**src/rtl/gcd_controller.sv**
```systemverilog
// Subtractive GCD controller driving an external comparator; x/y/gcd_out registered, done/error pulsed.
// Optional iteration counter output iter_count enabled by defining GCD_ITER_COUNT_EN.
module gcd_controller #(
  parameter int number_width = 16
) (
  input  logic                    clk,
  input  logic                    rst,
  input  logic                    start,
  input  logic [number_width-1:0] x_in,
  input  logic [number_width-1:0] y_in,
  output logic [number_width-1:0] comp1,
  output logic [number_width-1:0] comp2,
  input  logic [1:0]              compare_result,
  output logic                    ready,
  output logic                    done,
  output logic                    error,
  output logic [number_width-1:0] gcd_out
`ifdef GCD_ITER_COUNT_EN
  ,
  output logic [number_width-1:0] iter_count
`endif
);

  typedef enum logic {
    IDLE    = 1'b0,
    COMPARE = 1'b1
  } state_t;

  localparam logic [1:0] CMP_GT = 2'd0;
  localparam logic [1:0] CMP_LT = 2'd1;
  localparam logic [1:0] CMP_EQ = 2'd2;

  state_t                  state, state_nxt;
  logic [number_width-1:0] x_r, x_nxt;
  logic [number_width-1:0] y_r, y_nxt;
  logic [number_width-1:0] gcd_r, gcd_nxt;
  logic                    done_r, done_nxt;
  logic                    error_r, error_nxt;

  // Modular difference: the larger operand is always the minuend, so no borrow is kept.
  function automatic logic [number_width-1:0] sub_wrap(
    input logic [number_width-1:0] a,
    input logic [number_width-1:0] b
  );
    return a - b;
  endfunction

`ifdef GCD_ITER_COUNT_EN
  logic [number_width-1:0] cnt_r, cnt_nxt;

  function automatic logic [number_width-1:0] sat_inc(
    input logic [number_width-1:0] v
  );
    if (v == {number_width{1'b1}}) return v;
    return v + {{(number_width-1){1'b0}}, 1'b1};
  endfunction
`endif

  always_comb begin
    state_nxt = state;
    x_nxt     = x_r;
    y_nxt     = y_r;
    gcd_nxt   = gcd_r;
    done_nxt  = 1'b0;
    error_nxt = 1'b0;
`ifdef GCD_ITER_COUNT_EN
    cnt_nxt   = cnt_r;
`endif
    case (state)
      IDLE: begin
        if (start) begin
`ifdef GCD_ITER_COUNT_EN
          cnt_nxt = '0;
`endif
          if ((x_in != '0) && (y_in != '0)) begin
            x_nxt     = x_in;
            y_nxt     = y_in;
            state_nxt = COMPARE;
          end else begin
            // A zero operand makes the other one the answer; gcd(0,0) falls out as 0.
            gcd_nxt  = x_in | y_in;
            done_nxt = 1'b1;
          end
        end
      end
      COMPARE: begin
        case (compare_result)
          CMP_GT: begin
            x_nxt = sub_wrap(x_r, y_r);
`ifdef GCD_ITER_COUNT_EN
            cnt_nxt = sat_inc(cnt_r);
`endif
          end
          CMP_LT: begin
            y_nxt = sub_wrap(y_r, x_r);
`ifdef GCD_ITER_COUNT_EN
            cnt_nxt = sat_inc(cnt_r);
`endif
          end
          CMP_EQ: begin
            gcd_nxt   = x_r;
            done_nxt  = 1'b1;
            state_nxt = IDLE;
          end
          default: begin
            done_nxt  = 1'b1;
            error_nxt = 1'b1;
            state_nxt = IDLE;
          end
        endcase
      end
      default: state_nxt = IDLE;
    endcase
  end

  always_ff @(posedge clk or posedge rst) begin
    if (rst) begin
      state <= IDLE;
    end else begin
      state <= state_nxt;
    end
  end

  always_ff @(posedge clk or posedge rst) begin
    if (rst) begin
      x_r     <= '0;
      y_r     <= '0;
      gcd_r   <= '0;
      done_r  <= 1'b0;
      error_r <= 1'b0;
    end else begin
      x_r     <= x_nxt;
      y_r     <= y_nxt;
      gcd_r   <= gcd_nxt;
      done_r  <= done_nxt;
      error_r <= error_nxt;
    end
  end

`ifdef GCD_ITER_COUNT_EN
  always_ff @(posedge clk or posedge rst) begin
    if (rst) begin
      cnt_r <= '0;
    end else begin
      cnt_r <= cnt_nxt;
    end
  end

  assign iter_count = cnt_r;
`endif

  assign comp1   = x_r;
  assign comp2   = y_r;
  assign ready   = (state == IDLE);
  assign done    = done_r;
  assign error   = error_r;
  assign gcd_out = gcd_r;

endmodule
```
**config.mk**
```make
export PLATFORM = sky130hd
export DESIGN_NAME = gcd_controller
export DESIGN_NICKNAME = d
export VERILOG_FILES = /design/src/rtl/gcd_controller.sv
export SDC_FILE = /design/constraint.sdc
export NUM_CORES = 1
export LEC_CHECK = 0
export CORE_MARGIN = 10
export CORE_UTILIZATION = 50
export DETAILED_ROUTE_END_ITERATION = 6
export HOLD_SLACK_MARGIN = 0.06
export PLACE_DENSITY = 0.84
export SYNTH_ARGS = -nofsm -noshare
export SYNTH_HDL_FRONTEND = slang
export SYNTH_SLANG_ARGS = --single-unit
```
**constraint.sdc**
```tcl
create_clock -name clk -period 4.5 [get_ports clk]
set_input_delay 0.45 -clock clk [delete_from_list [all_inputs] [get_ports clk]]
set_output_delay 0.45 -clock clk [all_outputs]
set_load 0.01 [all_outputs]
```
Word-level counts from Yosys, hierarchy flattened
Cells that the tools add are included.
{ "op_classes": {"n_mux": 22, "addsub": 2, "n_lt_le_gt_ge": 0, "reduce_logical": 9, "bitwise": 2, "n_eq_ne": 8, "n_div": 0, "shifts": 0, "multipliers": 0} }
{ "ops": {"columns": ["op", "n"], "rows": [
  ["16-bit two-way mux", 9],
  ["16-bit one-hot mux with 2 select lines", 3],
  ["16-bit nonzero test", 2],
  ["16-bit subtractor", 2],
  ["16-bit bitwise OR", 1],
  ["3-bit AND reduction", 3],
  ["1-bit two-way mux", 8],
  ["2-bit by 1-bit != test with 1-bit output (second input constant)", 4],
  ["2-bit != test (second input constant)", 2],
  ["1-bit one-hot mux with 2 select lines", 2],
  ["3-bit OR reduction", 1],
  ["2-bit by 1-bit == test with 1-bit output (second input constant)", 1],
  ["2-bit == test (second input constant)", 1],
  ["2-bit zero test", 1],
  ["2-bit OR reduction", 1],
  ["1-bit logical AND", 1],
  ["1-bit NOT", 1]
]} }
{ "totals": {"latchBits": 0, "inputBits": 37, "elab_cells": 49, "reg_bits": 51, "n_memories": 0, "mem_bits_ro": 0, "mem_bits_rw": 0} }

Logic depth before layout (Yosys ltp)
Gate-level depths: netlist (run 1).
{ "logic_depth": {"depth_word": 5, "depth_mapped": 9} }

Worst setup path after synthesis (run 1)
OpenSTA, ideal clock, no wires.
{ "synth_path": {"path_kind": "reg2reg", "start": "register x_r[0] (netlist: comp1[0])", "end": "register x_r[14] (netlist: comp1[14])", "arrival_ns": 2.162, "synth_period_minus_slack_ns": 2.299, "path_buffers": 0, "slack_ns": 2.201, "path_stages_with_launch": 10, "path_cell_list": "dfrtp_1 > inv_1 > ha_1 > fa_1 > nand2b_1 > a211oi_1 > o22ai_2 > o21ai_0 > mux2i_1 > o211ai_1"} }
{ "synth_between": {"elab_chain_len": 3} }
{ "synth_lines": {"columns": ["element", "line", "source"], "rows": [
  ["from (decl)", "34", "logic [number_width-1:0] x_r, x_nxt;"],
  ["from (signal assigned)", "132", "x_r <= x_nxt;"],
  ["16-bit subtractor", "45", "return a - b;"],
  ["16-bit two-way mux", "87", "case (compare_result)"],
  ["16-bit one-hot mux with 2 select lines", "69", "case (state)"]
]} }
No other way between the ends. The select of a mux whose other input is x is not followed.
A chain may end at the register's enable or synchronous reset.

Worst setup path in the final report (run 1)
{ "layout_path": {"start": "register state", "end": "register gcd_r[15] (netlist: gcd_out[15])"} }
{ "layout_between": {"elab_chain_len": 3} }
{ "layout_lines": {"columns": ["element", "line", "source"], "rows": [
  ["from (decl)", "33", "state_t state, state_nxt;"],
  ["from (signal assigned)", "120", "state <= state_nxt;"],
  ["1-bit NOT", null, null],
  ["2-bit != test (no line)", null, null],
  ["3-bit AND reduction (no line)", null, null],
  ["to (signal assigned)", "134", "gcd_r <= gcd_nxt;"],
  ["to (decl)", "36", "logic [number_width-1:0] gcd_r, gcd_nxt;"]
]} }
Parallel ways exist; a longest one is shown, timed or not.

==> flow_summary_export.csv, run 1 <==
group,metric,value,unit
clock_network,root_buffer,"clkbuf_8",
finish,finish.utilization,0.632,
clock_network,cts_buffers,5,
sta,timing.final.hold_violations,0,
worst_hold_path,hold_path_depth,2,
synthesis,synth_nets,579,
sta,fin_tns_setup,0,ns
route,drt_first_pass_iters,5,
finish,layout_commonest_cell,"clkdlybuf4s50_1",
clock_network,cts_buffer_depth,2,
finish,insertedDiodeCount,0,
setup_path,cp.required,4.70,ns
power_and_ir_drop,max-vdd-ir-drop,0.000392,V
synthesis,synth_area,4190,um^2
floorplanning,rows,33,
clock_network,htree_num_levels,2,
route,dr.first_iter.drc_count,330,
sta,slew_headroom,0.210,
finish,nets,648,
route,routed_wl,12900,um
route,drc,0,
floorplanning,core,8180,um^2
sta,finalCritPeriodShare,0.632,
power_and_ir_drop,total_power,0.00423,W
outcome,outcome,"finished clean",
sta,min_period,2.84,ns
synthesis,synth_warnings,0,
placement,hpwl,9940,um
clock_network,path_clk_slew,0.10,ns
grt,grt_overflow,0,
clock_network,tritoncts,"done",
power_and_ir_drop,power_density,819,nW/um^2
placement,io_buffers,87,
clock_network,clk_latency,0.31,ns
power_and_ir_drop,p_leak,2.26,nW
floorplanning,start_util,0.512,
synthesis,syn_area_per_cell,8.22,um^2
setup_path,rr_worst_depth,4,
sta,slew_viol_final,0,
clock_network,clock-sinks,51,
setup_path,r2r_slack,1.66,ns
grt,grt_pass1_vias,3990,
setup_path,cp_max_fo,31,
setup_path,startpoint_type,"flop",
synthesis,synth.distinct_cells,54,
setup_path,worstPathArrival,3.04,ns
setup_path,crit_path_end_kind,"flop",
route,vias,4088,
placement,routabilityCongestion,0.935,
route,antenna_left,0,
finish,areaGrowthSynthToFinish,23.4,%
synthesis,synth-seq-cells,51,
run,cap_violations,0,
floorplanning,ios,88,
sta,fmaxAchievable,352,MHz
grt,antenna_found_initial,0,
grt,grt_pass1_wl,21000,um
synthesis,synth_edf_count,0,
grt,grt_max_degree,52,
synthesis,synthCells,509,
floorplanning,dieArea,12400,um^2
sta,grt_setup_unrepaired,"false",
route,avgViaCountPerCell,5.98,
finish,layout_common_cells,"clkdlybuf4s50_1, o21ai_0, nand2_1, dfrtp_1, inv_1",
floorplanning,dieHeight,111,um
setup_path,crit_type,"reg2reg",
synthesis,yosysSeqAreaShare,0.305,
floorplanning,die_w,111,um
sta,tightestPinTransition,1.18,ns
grt,grtUsageTotal,0.200,
clock_network,cts_resized,0,
clock_network,cts_hold_buffers,0,
synthesis,ys.flop_type,"dfrtp_1",
sta,fin_skew,0.00717,ns
worst_hold_path,hold_class,"reg2reg",
synthesis,async_reset_ff_frac,1.00,
finish,drive_above_1_share,0.0570,
route,post_drt_wl_per_cell,18.9,um
clock_network,cts_setup_buffers,0,
sta,setup_viol,0,
cell type report:
cell class / instances / area, um^2
inverters: 38 / 143
flip-flops and latches: 51 / 1280
repair buffers: 90 / 893
well taps: 105 / 131
multi-input cells: 392 / 2620
fillers: 717 / 3010
clock buffers: 6 / 82.6
clock inverters: 2 / 16.3
cell usage after synthesis (2+ instances only):
library cell	instances	share of area
and3_1	2	0.0030
nor4_1	2	0.0030
a22oi_1	2	0.0036
xnor2_1	9	0.019
buf_6	3	0.0081
dfrtp_1	51	0.30
nand4_1	3	0.0045
inv_1	38	0.034
or3_1	14	0.021
o21a_1	2	0.0036
o21ai_0	64	0.077
xor2_1	4	0.0084
ha_1	31	0.093
nand2b_1	9	0.013
o21bai_1	3	0.0054
a211oi_1	11	0.020
o211ai_1	3	0.0054
nand4_2	2	0.0060
nand3b_1	3	0.0054
a31oi_1	7	0.010
a211o_1	2	0.0042
a221oi_1	2	0.0042
o22ai_2	2	0.0060
mux2_2	3	0.0081
nand3_1	7	0.0084
fa_1	2	0.0096
nor4_2	8	0.024
nand2_1	53	0.048
nor2b_1	4	0.0060
nor3_1	11	0.013
a21oi_1	35	0.042
nor2_1	33	0.030
mux2i_1	14	0.033
o32ai_1	2	0.0042
buf_2	14	0.017
nor3b_1	5	0.0090
o221ai_1	2	0.0042
o21ai_1	9	0.011
clkbuf_1	10	0.0090
a2bb2oi_1	2	0.0042
a21o_1	9	0.016
a221o_1	2	0.0048
o31ai_1	4	0.0072
cell families after synthesis:
logic type               share of synthesized area
AO/OA/AOI/OAI                                0.257
AND/OR/NAND/NOR                              0.198
buffers and inverters                       0.0697
flip-flops                                   0.305
adder cells (fa/ha/maj)                      0.102
multiplexers                                0.0416
XOR/XNOR                                    0.0272
critical path, stage by stage (launching register included):
cell and delay [ns]:
dfrtp_1 0.89, nor2b_1 0.27, a21boi_1 0.23, a31oi_2 0.92
mux2_2 0.42
state kept, by name, summed over array words and instances (netlist names):
signal / cells
comp1: 16
comp2: 16
done: 1
error: 1
gcd_out: 16
state: 1
per-stage QoR:
| stage | hold slack (ns) | setup slack [ns] | cell area (um^2) | cells |
|---|---|---|---|---|
| after floorplan | 0.513 | 2.20 | 4190 | 509 |
| after global placement | 0.462 | 1.58 | 5070 | 676 |
| after detailed placement | 0.469 | 1.51 | 5070 | 676 |
| after CTS | 0.491 | 1.65 | 5170 | 684 |
| after global routing | 0.509 | 1.37 | 5170 | 684 |
| final | 0.483 | 1.66 | 5170 | 684 |
metal layers:
layer	track usage	vias to the layer above	share of wire
li1	-	1952	-
met1	0.257	1966	0.45
met2	0.317	156	0.46
met3	0.0612	14	0.075
met4	0.0566	0	0.015
met5	0	-	0
path summary, 6_finish.rpt:
check,start,endpoint
setup / recovery,state,gcd_out[15]
hold / removal,gcd_out[0],gcd_out[0]
setup reg to reg,state,gcd_out[15]
hold reg to reg,gcd_out[0],gcd_out[0]
max in group asynchronous,rst,comp2[6]
min in group asynchronous,rst,gcd_out[0]
power breakdown:
group	internal, W	switching [W]	total (W)
clock	0.000126	0.000163	0.000289
sequential	0.000655	0.000237	0.000891
combinational	0.00135	0.00170	0.00305
Note: power is estimated with default switching activity, not from simulation.
==> run 2, diff against run 1 <==
--- a/config.mk
+++ b/config.mk
@@ -6,10 +6,10 @@
 export NUM_CORES = 1
 export LEC_CHECK = 0
 export CORE_MARGIN = 10
-export CORE_UTILIZATION = 50
+export CORE_UTILIZATION = 47
 export DETAILED_ROUTE_END_ITERATION = 6
 export HOLD_SLACK_MARGIN = 0.06
-export PLACE_DENSITY = 0.84
+export PLACE_DENSITY = 0.83
 export SYNTH_ARGS = -nofsm -noshare
 export SYNTH_HDL_FRONTEND = slang
 export SYNTH_SLANG_ARGS = --single-unit
==> constraint.sdc (replaced) <==
create_clock -name clk -period 2.6 [get_ports clk]
set_input_delay 0.26 -clock clk [delete_from_list [all_inputs] [get_ports clk]]
set_output_delay 0.26 -clock clk [all_outputs]
set_load 0.01 [all_outputs]
==> flow_summary_export.csv, run 2 (synthesis gave the netlist of run 1 again) <==
group,metric,value,unit
finish,layout_commonest_cell,"clkdlybuf4s50_1",
placement,dp_cells,686,
setup_path,slowest_stage,"dfrtp_1",
route,met3_length,1300,um
setup_path,cp.required,2.81,ns
setup_path,r2r-end,"comp2[6]",
setup_path,crit_path_end_kind,"flop",
outcome,outcome,"finished clean",
route,routed_wl,13500,um
route,drt_first_pass_iters,5,
sta,slew_viol_final,0,
floorplanning,ios,88,
grt,grt_overflow,0,
setup_path,crit_end,"comp2[6]",
finish,finish.utilization,0.613,
sta,fmaxAchievable,397,MHz
setup_path,r2r_slack,0.08,ns
run,cap_violations,0,
setup_path,crit_start,"comp1[0]",
setup_path,crit_type,"reg2reg",
floorplanning,rows,34,
setup_path,startpoint_type,"flop",
clock_network,path_clk_slew,0.11,ns
grt,grt_max_degree,42,
setup_path,cp_max_fo,5,
route,dr_wl_met2,6200,um
clock_network,cts_setup_buffers,0,
route,antenna_left,0,
setup_path,worstPathArrival,2.73,ns
placement,hpwl,10300,um
sta,fin_hold_ws,0.325,ns
setup_path,r2r_start,"comp1[0]",
route,vias,4196,
power_and_ir_drop,power_density,1440,nW/um^2
sta,setup_viol,0,
power_and_ir_drop,p_leak,2.33,nW
power_and_ir_drop,power_switching,0.00382,W
clock_network,clk_latency,0.32,ns
placement,placed_cell_area,5170,um^2
power_and_ir_drop,p_seq_frac,0.198,
floorplanning,die_w,114,um
grt,antenna_found_initial,0,
clock_network,tritoncts,"done",
setup_path,critPathMostFrequentCell,"o21ai_0",
clock_network,cts_buffers,5,
sta,timing.final.hold_violations,0,
finish,areaGrowthSynthToFinish,27.1,%
worst_hold_path,hold_class,"in2async",
setup_path,worstPathCellList,"ha_1 > fa_1 > nand2b_1 > a211oi_2 > o21ai_0 > mux2_2 > a221oi_1 > o21ai_0",
clock_network,clock-sinks,51,
placement,routabilityCongestion,0.942,
sta,finalCritPeriodShare,0.970,
finish,instances_no_fill,694,
setup_path,cp.buffers_inverters,0,
finish,insertedDiodeCount,0,
setup_path,crit_path_max_incr_delay,0.45,ns
clock_network,htree_num_levels,2,
power_and_ir_drop,sw_frac_of_total,0.499,
route,top_layer,"met4",
setup_path,cp.depth,8,
power_and_ir_drop,max-vdd-ir-drop,0.000631,V
clock_network,root_buffer,"clkbuf_8",
floorplanning,dieHeight,114,um
finish,nets,655,
sta,min_period,2.52,ns
floorplanning,core,8680,um^2
route,wl_met1,5730,um
power_and_ir_drop,combPwrFrac,0.725,
route,avgViaCountPerCell,6.05,
route,post_drt_wl_per_cell,19.4,um
sta,tightestPinTransition,0.622,ns
grt,grt_pass1_vias,4012,
finish,drive_above_1_share,0.0802,
placement,io_buffers,87,
clock_network,cts_buffer_depth,2,
grt,grtUsageTotal,0.201,
finish,layout_common_cells,"clkdlybuf4s50_1, o21ai_0, nand2_1, dfrtp_1, inv_1",
route,drc,0,
sta,fin_skew,0.00929,ns
route,dr.first_iter.drc_count,529,
sta,grt_setup_unrepaired,"true",
grt,grt_pass1_wl,21300,um
setup_path,rr_worst_depth,8,
power_and_ir_drop,power.internal,0.00383,W
power_and_ir_drop,clkPwrFrac,0.077,
finish,fill_cells,782,
finish,final_area,5320,um^2
sta,slew_headroom,0.584,
setup_path,path_delay_family,"compound AO/OA/AOI/OAI gates",
floorplanning,dieArea,13100,um^2
floorplanning,start_util,0.482,
## run 2: power by group through the flow
stage / Sequential, W / Combinational, W / Clock (W)
2_1_floorplan: 0.00160 / 0.00347 / 0
3_3_place_gp: 0.00151 / 0.00516 / 0
3_5_place_dp: 0.00153 / 0.00529 / 0
4_1_cts: 0.00152 / 0.00533 / 0.000593
5_1_grt: 0.00158 / 0.00604 / 0.000624
6_report: 0.00152 / 0.00554 / 0.000591
## run 2: cell type report
class	count	area [um^2]	share of cell area
Tap cell	108	135	0.0254
Multi-Input combinational cell	392	2660	0.500
Clock inverter	3	43.8	0.00823
Inverter	38	143	0.0268
Sequential cell	51	1280	0.240
Clock buffer	5	68.8	0.0129
Timing Repair Buffer	97	996	0.187
## run 2: timing repair
| action | in CTS | in global routing |
|---|---|---|
| hold buffers | 0 | 0 |
| gates resized for setup | 0 | 10 |
| hold endpoints to repair | 0 | 0 |
| endpoints found under the setup margin | 0 | 7 |
## run 2: layer usage
layer	up-vias	global-route usage
met2	234	0.309
met5	-	0
met1	1968	0.277
met3	26	0.0398
li1	1968	-
met4	0	0.0585
## run 2: metrics by stage
step	power (W)	setup slack (ns)	TNS (ns)
floorplan	0.00507	0.301	0
global placement	0.00666	0.119	0
detailed placement	0.00682	0.0609	0
CTS	0.00744	0.0274	0
global route	0.00824	-0.0434	-0.0830
finish	0.00765	0.0782	0
## run 2: worst min path at each step
| stage | endpoint | cells after the start |
|---|---|---|
| after global routing | gcd_out[1] | 2 |
| after floorplan | comp1[13] | 1 |
| final | gcd_out[0] | 2 |
| after global placement | gcd_out[9] | 2 |
| after CTS | comp1[1] | 2 |
| after detailed placement | gcd_out[5] | 2 |
==> run 3, diff against run 2 <==
--- a/config.mk
+++ b/config.mk
@@ -6,10 +6,12 @@
 export NUM_CORES = 1
 export LEC_CHECK = 0
 export CORE_MARGIN = 10
-export CORE_UTILIZATION = 47
+export CORE_UTILIZATION = 50
 export DETAILED_ROUTE_END_ITERATION = 6
+export DONT_BUFFER_PORTS = 1
 export HOLD_SLACK_MARGIN = 0.06
-export PLACE_DENSITY = 0.83
+export PLACE_DENSITY = 0.74
+export REMOVE_ABC_BUFFERS = 1
 export SYNTH_ARGS = -nofsm -noshare
 export SYNTH_HDL_FRONTEND = slang
 export SYNTH_SLANG_ARGS = --single-unit
==> flow_summary_export.csv, run 3 (synthesis gave the netlist of run 1 again) <==
group,metric,value,unit
clock_network,tritoncts,"done",
sta,tightestPinTransition,0.771,ns
sta,min_period,2.45,ns
sta,slew_headroom,0.484,
placement,io_buffers,0,
route,vias,3830,
finish,drive_above_1_share,0.102,
setup_path,cp_max_fo,3,
power_and_ir_drop,power_density,1530,nW/um^2
floorplanning,rows,33,
route,post_drt_wl_per_cell,20.4,um
setup_path,r2r_start,"comp1[0]",
power_and_ir_drop,sw_frac_of_total,0.520,
finish,finish.utilization,0.545,
power_and_ir_drop,power_switching,0.00353,W
route,drc,0,
sta,setup_viol,0,
grt,antenna_found_initial,0,
clock_network,clk_latency,0.31,ns
sta,fin_skew,0.00960,ns
floorplanning,die_w,111,um
sta,timing.final.hold_violations,0,
setup_path,worstPathArrival,2.63,ns
sta,grt_setup_unrepaired,"false",
clock_network,cts_setup_buffers,0,
finish,insertedDiodeCount,0,
finish,layout_common_cells,"o21ai_0, nand2_1, dfrtp_1, inv_1, a21oi_1",
clock_network,cts_buffers,5,
run,cap_violations,0,
placement,routabilityCongestion,0.928,
clock_network,htree_num_levels,2,
power_and_ir_drop,combPwrFrac,0.672,
clock_network,cts_buffer_depth,2,
sta,slew_viol_final,0,
floorplanning,dieHeight,111,um
power_and_ir_drop,p_seq_frac,0.245,
power_and_ir_drop,power.internal,0.00326,W
floorplanning,core,8180,um^2
finish,final_area,4450,um^2
worst_hold_path,hold_path_depth,1,
power_and_ir_drop,max-vdd-ir-drop,0.000564,V
grt,grt_pass1_wl,20300,um
grt,grt_pass1_vias,3692,
route,antenna_left,0,
route,drt_first_pass_iters,5,
finish,layout_commonest_cell,"o21ai_0",
sta,finalCritPeriodShare,0.941,
route,dr.first_iter.drc_count,286,
worst_hold_path,hp-start,"compare_result[1]",
setup_path,crit_type,"reg2reg",
setup_path,rr_worst_depth,8,
floorplanning,start_util,0.512,
worst_hold_path,hold_class,"in2reg",
finish,instances_no_fill,613,
clock_network,clock-sinks,51,
grt,grtUsageTotal,0.194,
placement,dp_cells,604,
power_and_ir_drop,p_leak,2.00,nW
grt,grt_max_degree,44,
clock_network,root_buffer,"clkbuf_8",
grt,grt_overflow,0,
sta,fin_tns_setup,0,ns
placement,hpwl,9630,um
finish,nets,578,
setup_path,cp.required,2.78,ns
power_and_ir_drop,clkPwrFrac,0.083,
placement,placed_cell_area,4310,um^2
floorplanning,ios,88,
finish,areaGrowthSynthToFinish,6.40,%
sta,fin_hold_ws,0.0793,ns
route,avgViaCountPerCell,6.25,
sta,fmaxAchievable,409,MHz
outcome,outcome,"finished clean",
floorplanning,dieArea,12400,um^2
route,routed_wl,12500,um
setup_path,crit_start,"comp1[0]",
setup_path,crit_path_end_kind,"flop",
setup_path,startpoint_type,"flop",
clock_network,path_clk_slew,0.10,ns
run 3: cell count changes in the layout (fill, tap and decap cells not counted), moves of 2 or more:
cell and delta:
clkdlybuf4s50_1 -87, buf_4 +12, buf_12 -4, dfrtp_1 -2
dfrtp_2 +2, dlygate4sd3_1 +2
run 3: stage by stage:
stage / power, W / setup slack (ns)
6_report: 0.00680 / 0.155
5_1_grt: 0.00744 / 0.00320
4_1_cts: 0.00671 / 0.121
3_5_place_dp: 0.00611 / 0.147
3_3_place_gp: 0.00603 / 0.208
2_1_floorplan: 0.00498 / -0.601
run 3: cell type report:
cell class / count / area (um^2)
repair buffers: 20 / 155
inverters: 38 / 143
clock buffers: 5 / 68.8
clock inverters: 2 / 37.5
well taps: 105 / 131
flip-flops and latches: 51 / 1280
fillers: 772 / 3720
multi-input cells: 392 / 2640
run 3: power groups by stage:
stage / logic (W) / registers (W) / clock network [W]
after floorplan: 0.00336 / 0.00162 / 0
after global placement: 0.00434 / 0.00168 / 0
after detailed placement: 0.00441 / 0.00170 / 0
after CTS: 0.00445 / 0.00168 / 0.000581
after global routing: 0.00509 / 0.00174 / 0.000607
final: 0.00456 / 0.00167 / 0.000565
run 3: repair_timing:
action,CTS,global route
gates resized for setup,0,6
hold endpoints to repair,17,0
hold buffers,2,0
setup endpoints to repair,0,6
run 3: routing by layer:
layer  vias to the layer above  global-route usage  part of all wire
met5                         -                   0                 0
met4                         0              0.0634             0.027
met3                        37              0.0542             0.095
met2                       178               0.304              0.45
met1                      1801               0.250              0.43
li1                       1814                   -                 -
run 3: critical path, cell delays in order (launching register included):
cell and delay, ns:
dfrtp_1 0.41, ha_1 0.24, fa_1 0.41, nand2b_1 0.22, a211oi_1 0.32, o21ai_0 0.14, mux2_2 0.29, a221oi_1 0.20
o21ai_0 0.10
run 3: final timing paths:
path | to | slack, ns
setup reg to reg | comp2[6] | 0.15
hold reg to reg | gcd_out[4] | 0.55
min in group asynchronous | comp2[15] | 0.38
setup / recovery | comp2[6] | 0.15
max in group asynchronous | state | 1.59
hold / removal | done | 0.08
